### src/rtl/id_ex_stage_reg.sv
// ID/EX pipeline register: latches decoded control and operands, inserts a bubble on
// load-use hazards, honours flush and external hold, and counts inserted bubbles.
module id_ex_stage_reg #(
    parameter int unsigned DATA_W = 32,
    parameter int unsigned REG_W  = 5,
    parameter int unsigned CNT_W  = 16
) (
    input  logic              clk,
    input  logic              rst_n,
    input  logic              hold,
    input  logic              flush,
    input  logic [1:0]        id_wb,
    input  logic [2:0]        id_m,
    input  logic [3:0]        id_ex,
    input  logic [DATA_W-1:0] id_pc4,
    input  logic [DATA_W-1:0] id_rd1,
    input  logic [DATA_W-1:0] id_rd2,
    input  logic [DATA_W-1:0] id_imm,
    input  logic [REG_W-1:0]  id_rs,
    input  logic [REG_W-1:0]  id_rt,
    input  logic [REG_W-1:0]  id_rd,
    output logic [1:0]        ex_wb,
    output logic [2:0]        ex_m,
    output logic [3:0]        ex_ex,
    output logic [DATA_W-1:0] ex_pc4,
    output logic [DATA_W-1:0] ex_rd1,
    output logic [DATA_W-1:0] ex_rd2,
    output logic [DATA_W-1:0] ex_imm,
    output logic [REG_W-1:0]  ex_rs,
    output logic [REG_W-1:0]  ex_rt,
    output logic [REG_W-1:0]  ex_rd,
    output logic              ex_valid,
    output logic              stall,
    output logic [CNT_W-1:0]  bubble_cnt
);

    localparam logic [CNT_W-1:0] CntOne = {{(CNT_W-1){1'b0}}, 1'b1};
    localparam logic [CNT_W-1:0] CntMax = {CNT_W{1'b1}};

    logic [1:0]        r_wb;
    logic [2:0]        r_m;
    logic [3:0]        r_ex;
    logic [DATA_W-1:0] r_pc4;
    logic [DATA_W-1:0] r_rd1;
    logic [DATA_W-1:0] r_rd2;
    logic [DATA_W-1:0] r_imm;
    logic [REG_W-1:0]  r_rs;
    logic [REG_W-1:0]  r_rt;
    logic [REG_W-1:0]  r_rd;
    logic              r_valid;
    logic [CNT_W-1:0]  r_cnt;

    logic w_haz;
    logic w_kill;

    // A load in EX (MemRead = ex_m[1]) whose rt feeds the instruction in ID; $zero never counts.
    assign w_haz  = r_valid & r_m[1] & (r_rt != '0) & ((r_rt == id_rs) | (r_rt == id_rt));
    assign w_kill = flush | w_haz;
    assign stall  = w_haz & ~hold;

    always_ff @(posedge clk or negedge rst_n) begin
        if (!rst_n) begin
            r_wb    <= '0;
            r_m     <= '0;
            r_ex    <= '0;
            r_pc4   <= '0;
            r_rd1   <= '0;
            r_rd2   <= '0;
            r_imm   <= '0;
            r_rs    <= '0;
            r_rt    <= '0;
            r_rd    <= '0;
            r_valid <= 1'b0;
            r_cnt   <= '0;
        end else if (!hold) begin
            r_pc4 <= id_pc4;
            r_rd1 <= id_rd1;
            r_rd2 <= id_rd2;
            r_imm <= id_imm;
            r_rs  <= id_rs;
            r_rt  <= id_rt;
            r_rd  <= id_rd;
            if (w_kill) begin
                r_wb    <= '0;
                r_m     <= '0;
                r_ex    <= '0;
                r_valid <= 1'b0;
            end else begin
                r_wb    <= id_wb;
                r_m     <= id_m;
                r_ex    <= id_ex;
                r_valid <= 1'b1;
            end
            // Flush takes priority and squashes without counting as a bubble.
            if (!flush && w_haz && (r_cnt != CntMax)) begin
                r_cnt <= r_cnt + CntOne;
            end
        end
    end

    assign ex_wb      = r_wb;
    assign ex_m       = r_m;
    assign ex_ex      = r_ex;
    assign ex_pc4     = r_pc4;
    assign ex_rd1     = r_rd1;
    assign ex_rd2     = r_rd2;
    assign ex_imm     = r_imm;
    assign ex_rs      = r_rs;
    assign ex_rt      = r_rt;
    assign ex_rd      = r_rd;
    assign ex_valid   = r_valid;
    assign bubble_cnt = r_cnt;

endmodule

### config.mk
export PLATFORM = sky130hd
export DESIGN_NAME = id_ex_stage_reg
export DESIGN_NICKNAME = d
export VERILOG_FILES = /design/src/rtl/id_ex_stage_reg.sv
export SDC_FILE = /design/constraint.sdc
export NUM_CORES = 1
export LEC_CHECK = 0
export BUFFER_PORTS_ARGS = -buffer_cell sky130_fd_sc_hd__buf_2
export CAP_MARGIN = 20
export CORE_ASPECT_RATIO = 1.25
export CORE_MARGIN = 4
export CORE_UTILIZATION = 30
export DETAILED_ROUTE_END_ITERATION = 16
export HOLD_SLACK_MARGIN = 0.03
export PLACE_DENSITY = 0.62
export RECOVER_POWER = 25
export SLEW_MARGIN = 5
export SYNTH_ARGS = -nofsm -noshare
export SYNTH_HDL_FRONTEND = slang
export SYNTH_SLANG_ARGS = --single-unit
### constraint.sdc
create_clock -name clk -period 2.2 [get_ports clk]
set_input_delay 0.44 -clock clk [delete_from_list [all_inputs] [get_ports clk]]
set_output_delay 0.44 -clock clk [all_outputs]
set_load 0.1 [all_outputs]
Yosys cells after proc, flatten, opt, wreduce, memory -nomap -nowiden
Cells that the tools add are included.
Widths: inputs -> output; s select.

word-level totals
  flip-flop bits (word level) = 169
  logic and storage cells = 32
  input bits = 156
  output and inout bits = 170

cells by class
  multiplexer cells = 4
  $add $sub $neg = 1
  reduce and logical (&&, ||, !) cells = 5
  bitwise operators = 7
  eq/ne operators = 3

operators with widths
  operator               count
  $add 16x1->16 const B  1
  $ne 16x16->1 const B   1
  $eq 5x5->1             2
  $reduce_bool 5->1      1
  $and 1x1->1            4
  $mux 4                 1
  $mux 3                 1
  $logic_and 1x1->1      2
  $mux 2                 1
  $or 1x1->1             2
  $reduce_and 2->1       1
  $logic_not 1->1        1
  $mux 1                 1
  $not 1->1              1

Depth between registers and ports, before layout
Gate-level depths: netlist (run 1).

  depth in word-level cells = 6
  gate-level depth with buffers = 8

Least setup slack after synthesis (run 1)
No wires, ideal clock.

  kind = reg-to-output
  start = register r_rt[4] (netlist: ex_rt[4])
  end = output stall
  buffers on the path = 0
  cell stages (with the launch flop) = 6
  arrival time = 2.908 ns
  path slack = -1.148 ns
  data required time = 1.760 ns
  cell sequence = dfrtp_1 -> xnor2_1 -> nand3_1 -> o22ai_1 -> nand2_1 -> nor2_1

between the ends
  longest elaborated chain between the ends = 4

RTL lines
  item                                             line  RTL
  from (decl)                                      48    logic [REG_W-1:0] r_rt;
  from (signal assigned)                           81    r_rt <= id_rt;
  $eq 5x5->1 or $reduce_bool 5->1 (tied branches)  57    assign w_haz = r_valid & r_m[1] & (r_rt != '0) & ((r_rt == id_rs) | (r_rt == id_rt));
  $or 1x1->1 or $and 1x1->1 (tied branches)        57
  $and 1x1->1 (*)                                  57
  $and 1x1->1 (*)                                  59    assign stall = w_haz & ~hold;
  to (decl)                                        33    output logic stall,

Every way passes the cells marked *; elsewhere a longest branch is shown, timed or not.

Worst setup path in the final report (run 1)
  start = register r_rt[0] (netlist: ex_rt[0])
  end = output stall

The elaborated chain is that of the path after synthesis.

==> run_results.csv, run 1 <==
group,metric,value,unit
placement,port_buffers,325,
logic_synthesis,yosys_warnings,0,
layout,final_nets,932,
power_and_ir_drop,peakVddDrop,0.000502,V
status,violations,"setup timing",
route,ant_nets,0,
logic_synthesis,synth_cell_type_count,26,
critical_path,cp.arrival,1.92,ns
route,dr_total_vias,4680,
timing,hold_ws,0.249,ns
floorplan,ios,326,
placement,routabilityCongestion,0.754,
logic_synthesis,yosysSeqAreaShare,64.7,%
global_routing,grt_overflow_total,0,
route,drtPass1Iterations,4,
cts,clock_sinks,169,
timing,worst_slack,-0.162,ns
route,finalWirelength,16600,um
layout,fill_cells,2048,
global_routing,grt_max_degree,84,
critical_path,crit_path_end_kind,"output pin",
floorplan,die_h,173,um
floorplan,start_util,30.4,%
critical_path,startpoint_type,"flip-flop",
cts,clk_pin_slew,0.07,ns
timing,fin_crit_sh,107,%
critical_path,critPathMaxStageDelay,0.47,ns
critical_path,crit_required,1.76,ns
route,drc,0,
timing,clock_skew,0.00982,ns
hold_path,min-delay-path-class,"in -> reg",
timing,timing.slew.headroom,10.8,%
global_routing,grt_pass1_wl,27400,um
layout,n_antenna_cell,0,
critical_path,crit_path_max_fanout,2,
placement,place_hpwl,12400,um
timing,slew_viol_final,0,
job,cap_viol_max_count,0,
route,avgViaCountPerCell,4.39,
critical_path,cp_cell_sequence,"or3_4 -> o311a_1 -> nand2_2 -> nor2_4 -> buf_12",
cts,cts_tree,"built",
timing,worst_slew_pin_slew,1.34,ns
floorplan,core-area,21500,sq um
power_and_ir_drop,cellPowerDensity,1020,nW/um^2
logic_synthesis,yosys_register_bits,169,
cts,cts_root_buf,"clkbuf_16",
timing,finalSetupViolations,2,
critical_path,crit_type,"reg -> out",
floorplan,fp.dieArea,24200,sq um
logic_synthesis,syn_inst,433,
layout,drive_gt1_share,69.8,%
placement,dp.cells,1029,
global_routing,grt_pass1_vias,5263,
layout,multi_input_area,2290,sq um
timing,max_freq,0.423,GHz
floorplan,row_count,60,
route,drt_iter0_drc,116,
layout,synthToLayoutAreaGrowth,42.0,%
power_and_ir_drop,finalPower,0.00944,W
power_and_ir_drop,power_leakage,4.48,nW
cts,clockBufferDepth,2,
layout,layout.cells.non_filler,1067,
logic_synthesis,syn_area,6540,sq um
logic_synthesis,synth_nets,590,
status,status,"finished with violations",
timing,finalCriticalPeriod,2.36,ns
logic_synthesis,postSynthAreaPerCell,15.1,sq um
timing,hold_viol,0,
layout,seqCellArea,4280,sq um
route,wl_per_cell,15.6,um
global_routing,grtUsageTotal,14.0,%
cts,htree_levels,4,
global_routing,grt_antenna_before_repair,1,
cts,clk_latency,0.42,ns
cts,cts_made_buffers,17,
timing,rsz0062_at_grt,"yes",
critical_path,cpMaxStageDelayCell,"dfrtp_4",
floorplan,fp.dieW,140,um
[cells in the mapped netlist, drive strengths merged]
library cell / instances / area [sq um]
o22ai: 1 / 6.26
nand3: 8 / 45.0
nor3b: 1 / 7.51
dfrtp: 169 / 4230
nand2: 28 / 105
nor2: 6 / 25.0
a21oi: 1 / 8.76
nor3: 8 / 40.0
and3: 1 / 6.26
inv: 2 / 7.51
xor2: 11 / 96.3
or3: 3 / 23.8
buf: 1 / 11.3
clkbuf: 18 / 67.6
or2: 1 / 6.26
mux2: 145 / 1640
o311a: 1 / 10.0
nor4: 1 / 6.26
o21ai: 9 / 45.0
ha: 1 / 12.5
nand4: 3 / 18.8
xnor2: 14 / 123
[layer usage]
metal | GRT usage [%] | vias up | share of wire, %
li1 | - | 2187 | -
met1 | 16.0 | 2256 | 39
met2 | 24.2 | 211 | 50
met3 | 5.23 | 24 | 8.9
met4 | 4.85 | 2 | 2.0
met5 | 0 | - | 0.072
[worst max-delay path, delay by kind of cell (launching register included)]
kind	cells	cell delay [ns]
AO/OA/AOI/OAI	1	0.33
AND/OR/NAND/NOR	3	0.54
flip-flops	1	0.47
buffers and inverters	1	0.16
[final cells by class]
class / count / share of cell area [%]
inverter: 2 / 0.0809
sequential: 169 / 46.1
clock inverter: 13 / 1.19
clock buffer: 19 / 4.66
tap: 279 / 3.76
timing repair buffer: 342 / 19.5
multi-input combinational: 243 / 24.7
[report_power, final]
part / leakage [nW] / switching, W / internal [W]
sequential: 1.99 / 0.000139 / 0.00340
combinational: 2.24 / 0.00253 / 0.000584
clock: 0.254 / 0.00131 / 0.00147
[final timing paths]
path | start | endpoint | slack [ns] | cells past startpoint
min in group asynchronous | rst_n | ex_wb[1] | 0.86 | 2
worst max-delay path | ex_rt[0] | stall | -0.16 | 5
worst min register to register | bubble_cnt[9] | bubble_cnt[9] | 0.48 | 1
worst max register to register | ex_rt[0] | bubble_cnt[1] | -0.06 | 7
worst min-delay path | id_rd2[28] | ex_rd2[28] | 0.25 | 2
max in group asynchronous | rst_n | ex_rt[3] | 0.37 | 2
[what timing repair did]
item	4_1_cts	5_1_grt
pin swaps	2	7
endpoints found under the hold margin	42	0
gates resized for setup	1	3
buffers inserted	3	2
hold buffers	1	0
endpoints found under the setup margin	1	10
gates cloned	0	0
[layout by cell type, fill, tap and decap left out, types with 4 or more instances in the layout]
cell,n
nor3_1,8
buf_4,11
xor2_1,11
xnor2_1,13
dfrtp_4,10
nand3_1,5
clkinvlp_4,4
o21ai_0,9
nor2_1,4
dfrtp_2,10
clkbuf_16,17
nand2_1,27
buf_2,322
dfrtp_1,149
mux2_2,144
buf_12,4
[metrics by stage]
step / util, % / setup TNS (ns) / cell area (sq um) / worst slack (ns)
after floorplan: - / -0.125 / 6640 / -0.0713
after global placement: 40.4 / 0 / 8680 / 0.152
after CTS: 43.1 / -0.221 / 9260 / -0.221
after global routing: 43.2 / -1.24 / 9280 / -0.213
final: 43.2 / -0.218 / 9280 / -0.162
after detailed placement: 40.4 / 0 / 8680 / 0.141
[sequential cells by signal (all words and copies together), names as in the netlist, 4 cells and up]
| name | count |
|---|---|
| ex_rt | 5 |
| ex_ex | 4 |
| ex_rd2 | 32 |
| ex_imm | 32 |
| ex_rs | 5 |
| ex_rd | 5 |
| bubble_cnt | 16 |
| ex_rd1 | 32 |
| ex_pc4 | 32 |
[kinds of logic (layout without fill, tap and decap cells)]
logic type,count (synthesis),in the layout,share of synthesized area (%)
buf+inv,21,376,1.32
fa+ha+maj,1,1,0.191
mux,145,145,25.0
flops,169,169,64.7
compound gates,12,12,1.07
simple gates,60,60,4.34
xor+xnor,25,25,3.35
Note: power is estimated with default switching activity, not from simulation.
==> inputs of run 2 (changes only) <==
RECOVER_POWER = 50   (was 25)
==> run 2 against run 1 <==
Against the previous run:
- the flow still finishes with violations (setup timing)
- die area stayed put
- combinational power hardly changed
- sequential power hardly changed
- register-to-register slack hardly changed
- largest cell class unchanged
- largest power group unchanged
==> run_results.csv, run 2 (synthesis results as in run 1) <==
group,metric,value,unit
floorplan,die_h,173,um
cts,htree_levels,4,
layout,layout.cells.non_filler,1067,
placement,dp.cells,1029,
placement,routabilityCongestion,0.754,
cts,clk_pin_slew,0.07,ns
critical_path,startpoint_type,"flip-flop",
timing,clock_skew,0.00982,ns
timing,finalCriticalPeriod,2.36,ns
global_routing,grt_max_degree,84,
cts,cts_root_buf,"clkbuf_16",
cts,clock_sinks,169,
status,status,"finished with violations",
route,wl_per_cell,15.6,um
power_and_ir_drop,cellPowerDensity,1020,nW/um^2
critical_path,crit_path_end_kind,"output pin",
layout,final_nets,932,
timing,tns,-0.218,ns
floorplan,core-area,21500,sq um
timing,max_freq,0.423,GHz
layout,layout_commonest_cell,"buf_2",
layout,drive_gt1_share,69.8,%
timing,worst_slew_pin_slew,1.31,ns
cts,clockBufferDepth,2,
route,avgViaCountPerCell,4.39,
layout,mostFrequentLayoutCells,"322 x buf_2, 149 x dfrtp_1, 144 x mux2_2, 27 x nand2_1, 17 x clkbuf_16",
placement,place_hpwl,12400,um
cts,clk_latency,0.42,ns
timing,rsz0062_at_grt,"yes",
layout,synthToLayoutAreaGrowth,41.8,%
power_and_ir_drop,power_leakage,4.47,nW
layout,n_antenna_cell,0,
floorplan,row_count,60,
placement,port_buffers,325,
route,finalWirelength,16600,um
timing,fin_crit_sh,107,%
job,cap_viol_max_count,0,
route,drtPass1Iterations,4,
route,ant_nets,0,
route,drc,0,
critical_path,crit_path_max_fanout,2,
timing,worst_slack,-0.162,ns
floorplan,fp.dieW,140,um
global_routing,grt_pass1_vias,5263,
timing,hold_viol,0,
power_and_ir_drop,peakVddDrop,0.000502,V
route,dr_total_vias,4680,
power_and_ir_drop,finalPower,0.00944,W
global_routing,grt_antenna_before_repair,1,
layout,fin_util,43.2,%
floorplan,fp.dieArea,24200,sq um
critical_path,cp.arrival,1.92,ns
cts,cts_made_buffers,17,
cts,cts_tree,"built",
global_routing,grt_overflow_total,0,
global_routing,grt_pass1_wl,27400,um
floorplan,start_util,30.4,%
critical_path,crit_type,"reg -> out",
critical_path,crit_required,1.76,ns
floorplan,ios,326,
status,violations,"setup timing",
timing,slew_viol_final,0,
hold_path,min-delay-path-class,"in -> reg",
timing,timing.slew.headroom,12.6,%
timing,finalSetupViolations,2,
global_routing,grtUsageTotal,14.0,%
route,drt_iter0_drc,116,
[run 2: worst paths after layout]
path / startpoint / to / slack, ns / depth (start not counted)
max in group asynchronous: rst_n / ex_imm[27] / 0.37 / 3
min in group asynchronous: rst_n / ex_wb[1] / 0.85 / 2
min: id_rd2[28] / ex_rd2[28] / 0.25 / 2
max reg2reg: ex_rt[0] / bubble_cnt[1] / -0.06 / 7
min reg2reg: bubble_cnt[9] / bubble_cnt[9] / 0.48 / 1
max: ex_rt[0] / stall / -0.16 / 5
[run 2: timing repair]
item,4_1_cts,5_1_grt
endpoints found under the setup margin,1,10
hold endpoints to repair,42,0
pin swaps,2,7
gates resized for setup,1,3
buffers inserted,3,2
hold buffers,1,0
[run 2: power by group]
| group | internal [W] | total [W] | switching (W) |
|---|---|---|---|
| logic | 0.000582 | 0.00311 | 0.00253 |
| clock network | 0.00147 | 0.00279 | 0.00131 |
| registers | 0.00340 | 0.00354 | 0.000139 |
[run 2: through the flow]
step	area [sq um]	worst slack [ns]	hold slack, ns
final	9270	-0.162	0.249
after global routing	9270	-0.213	0.219
after CTS	9260	-0.221	0.223
after detailed placement	8680	0.141	0.441
after global placement	8680	0.152	0.437
after floorplan	6640	-0.0713	0.144
[run 2: final cells by class]
| type | count | area [sq um] |
|---|---|---|
| flip-flops and latches | 169 | 4280 |
| multi-input cells | 243 | 2290 |
| inverters | 2 | 7.51 |
| repair buffers | 342 | 1800 |
| clock buffers | 19 | 433 |
| clock inverters | 13 | 110 |
| fillers | 2047 | 12200 |
| well taps | 279 | 349 |
[run 2: critical path, stage by stage (launching register included)]
cell and delay (ns):
dfrtp_4 0.47, or3_4 0.39, o311a_1 0.33, nand2_2 0.11
nor2_4 0.04, buf_12 0.16
[run 2: routing by layer]
layer	vias to the layer above	part of all wire [%]	global-route usage, %
li1	2187	-	-
met1	2256	39	16.0
met2	211	50	24.2
met3	24	8.9	5.23
met4	2	2.0	4.85
met5	-	0.072	0
==> inputs of run 3 (changes only) <==
--- a/constraint.sdc
+++ b/constraint.sdc
@@ -3,2 +3,2 @@
 set_output_delay 0.44 -clock clk [all_outputs]
-set_load 0.1 [all_outputs]
+set_load 0.05 [all_outputs]
==> run 3 against run 2 <==
Against the previous run:
- the run ends with capacitance limit, setup timing left
- final cell count barely moved
- sequential power is essentially flat
- via count rose by 0.47%
- non-clock buffer count down 1
- clock power increased by 5%
==> run_results.csv, run 3 (synthesis results as in run 1) <==
group,metric,value,unit
global_routing,use_met1,15.5,%
critical_path,startpoint_type,"flip-flop",
global_routing,grt_pass1_vias,5013,
timing,slew_viol_final,0,
placement,port_buffers,325,
timing,worst_slack,-0.0525,ns
timing,fin_crit_sh,102,%
global_routing,grt_max_degree,95,
global_routing,use_met3,4.98,%
cts,cts_root_buf,"clkbuf_16",
route,wl_per_cell,15.7,um
cts,cts_tree,"built",
route,dr_total_vias,4702,
route,drt_iter0_drc,132,
timing,clock_skew,0.00951,ns
layout,mostFrequentLayoutCells,"322 x buf_2, 159 x dfrtp_1, 144 x mux2_2, 26 x nand2_1, 17 x clkbuf_16",
route,avgViaCountPerCell,4.41,
critical_path,cpMaxStageDelayCell,"dfrtp_1",
status,status,"finished with violations",
layout,drive_gt1_share,69.7,%
placement,place_hpwl,12500,um
cts,htree_levels,4,
route,ant_nets,0,
placement,routabilityCongestion,0.748,
global_routing,grt_pass1_wl,26700,um
timing,max_freq,0.444,GHz
critical_path,crit_path_end_kind,"output pin",
floorplan,fp.dieW,140,um
floorplan,fp.dieArea,24200,sq um
timing,hold_viol,0,
hold_path,min-delay-path-class,"in -> reg",
critical_path,cp.arrival,1.81,ns
global_routing,grt_overflow_total,0,
critical_path,worst-r2r-cell-count,6,
cts,cts_made_buffers,17,
critical_path,cp_cell_sequence,"or3_4 -> o311a_4 -> nand2_4 -> nor2_4 -> buf_8",
floorplan,row_count,60,
timing,finalSetupViolations,1,
floorplan,core-area,21500,sq um
layout,synthToLayoutAreaGrowth,43.2,%
timing,hold_ws,0.249,ns
cts,clockBufferDepth,2,
route,finalWirelength,16700,um
global_routing,grt_antenna_before_repair,1,
timing,rsz0062_at_grt,"yes",
critical_path,crit_path_max_fanout,3,
timing,finalCriticalPeriod,2.25,ns
timing,timing.slew.headroom,0.200,%
power_and_ir_drop,cellPowerDensity,909,nW/um^2
power_and_ir_drop,finalPower,0.00851,W
layout,final_nets,931,
timing,worst_slew_pin_slew,1.50,ns
cts,clk_pin_slew,0.07,ns
job,cap_viol_max_count,1,
floorplan,die_h,173,um
layout,fin_util,43.6,%
critical_path,critPathMaxStageDelay,0.41,ns
cts,clk_latency,0.41,ns
layout,layout_commonest_cell,"buf_2",
hold_path,hold_path_depth,2,
power_and_ir_drop,power_leakage,4.57,nW
route,drc,0,
global_routing,grtUsageTotal,13.6,%
route,drtPass1Iterations,4,
global_routing,globalRoute.busiestLayer,"met2",
critical_path,crit_required,1.76,ns
power_and_ir_drop,peakVddDrop,0.000547,V
global_routing,use_met2,23.9,%
status,violations,"capacitance limit, setup timing",
critical_path,crit_type,"reg -> out",
cts,clock_sinks,169,
floorplan,ios,326,
floorplan,start_util,30.4,%
-- run 3: changes by cell type in the layout (fill, tap and decap cells not counted), sizes merged --
cell,before,now
bufinv,0,1
clkinv,4,5
buf,337,339
diode,0,1
clkinvlp,4,2
clkbuf,23,19
-- run 3: metrics by stage --
step	TNS (ns)	worst slack [ns]	cells	cell area [sq um]
finish	-0.0525	-0.0525	1066	9360
floorplan	-0.0561	-0.0561	433	6580
global placement	0	0.151	1026	8600
global route	-0.504	-0.130	1066	9360
CTS	-0.126	-0.126	1065	9250
detailed placement	0	0.149	1026	8600
-- run 3: layer usage --
layer,vias up,wire length (um)
met5,-,0
met4,0,358
met3,22,1300
met2,192,8560
met1,2296,6480
li1,2192,-
-- run 3: repair_timing --
action | CTS | global route
pin swaps | 3 | 10
hold endpoints to repair | 53 | 0
hold buffers | 1 | 0
resized for setup | 4 | 20
cloned | 0 | 0
buffers inserted | 7 | 0
setup endpoints to repair | 1 | 16
-- run 3: worst paths after layout --
| kind | slack, ns | to | from |
|---|---|---|---|
| max | -0.05 | stall | ex_rt[2] |
| min | 0.25 | ex_rd1[29] | id_rd1[29] |
| max reg2reg | 0.12 | bubble_cnt[1] | ex_rt[2] |
| min reg2reg | 0.49 | bubble_cnt[12] | bubble_cnt[12] |
| max in group asynchronous | 0.28 | bubble_cnt[3] | rst_n |
| min in group asynchronous | 0.93 | bubble_cnt[6] | rst_n |
-- run 3: area by class of cell --
class | instances | area (sq um)
fill | 2055 | 12100
sequential | 169 | 4240
multi-input combinational | 243 | 2360
timing repair buffer | 341 | 1820
clock buffer | 18 | 439
tap | 279 | 349
clock inverter | 13 | 136
inverter | 2 | 7.51
antenna | 1 | 2.50
-- run 3: power by group --
part,leakage [nW],internal [W],switching [W]
Sequential,2.00,0.00339,0.000143
Combinational,2.29,0.000609,0.00144
Clock,0.279,0.00162,0.00131
-- run 3: worst max-delay path, delay by kind of cell (launching register included) --
family | cells | cell delay (ns)
AND/OR/NAND/NOR | 3 | 0.52
buffers and inverters | 1 | 0.14
flip-flops | 1 | 0.41
AO/OA/AOI/OAI | 1 | 0.33
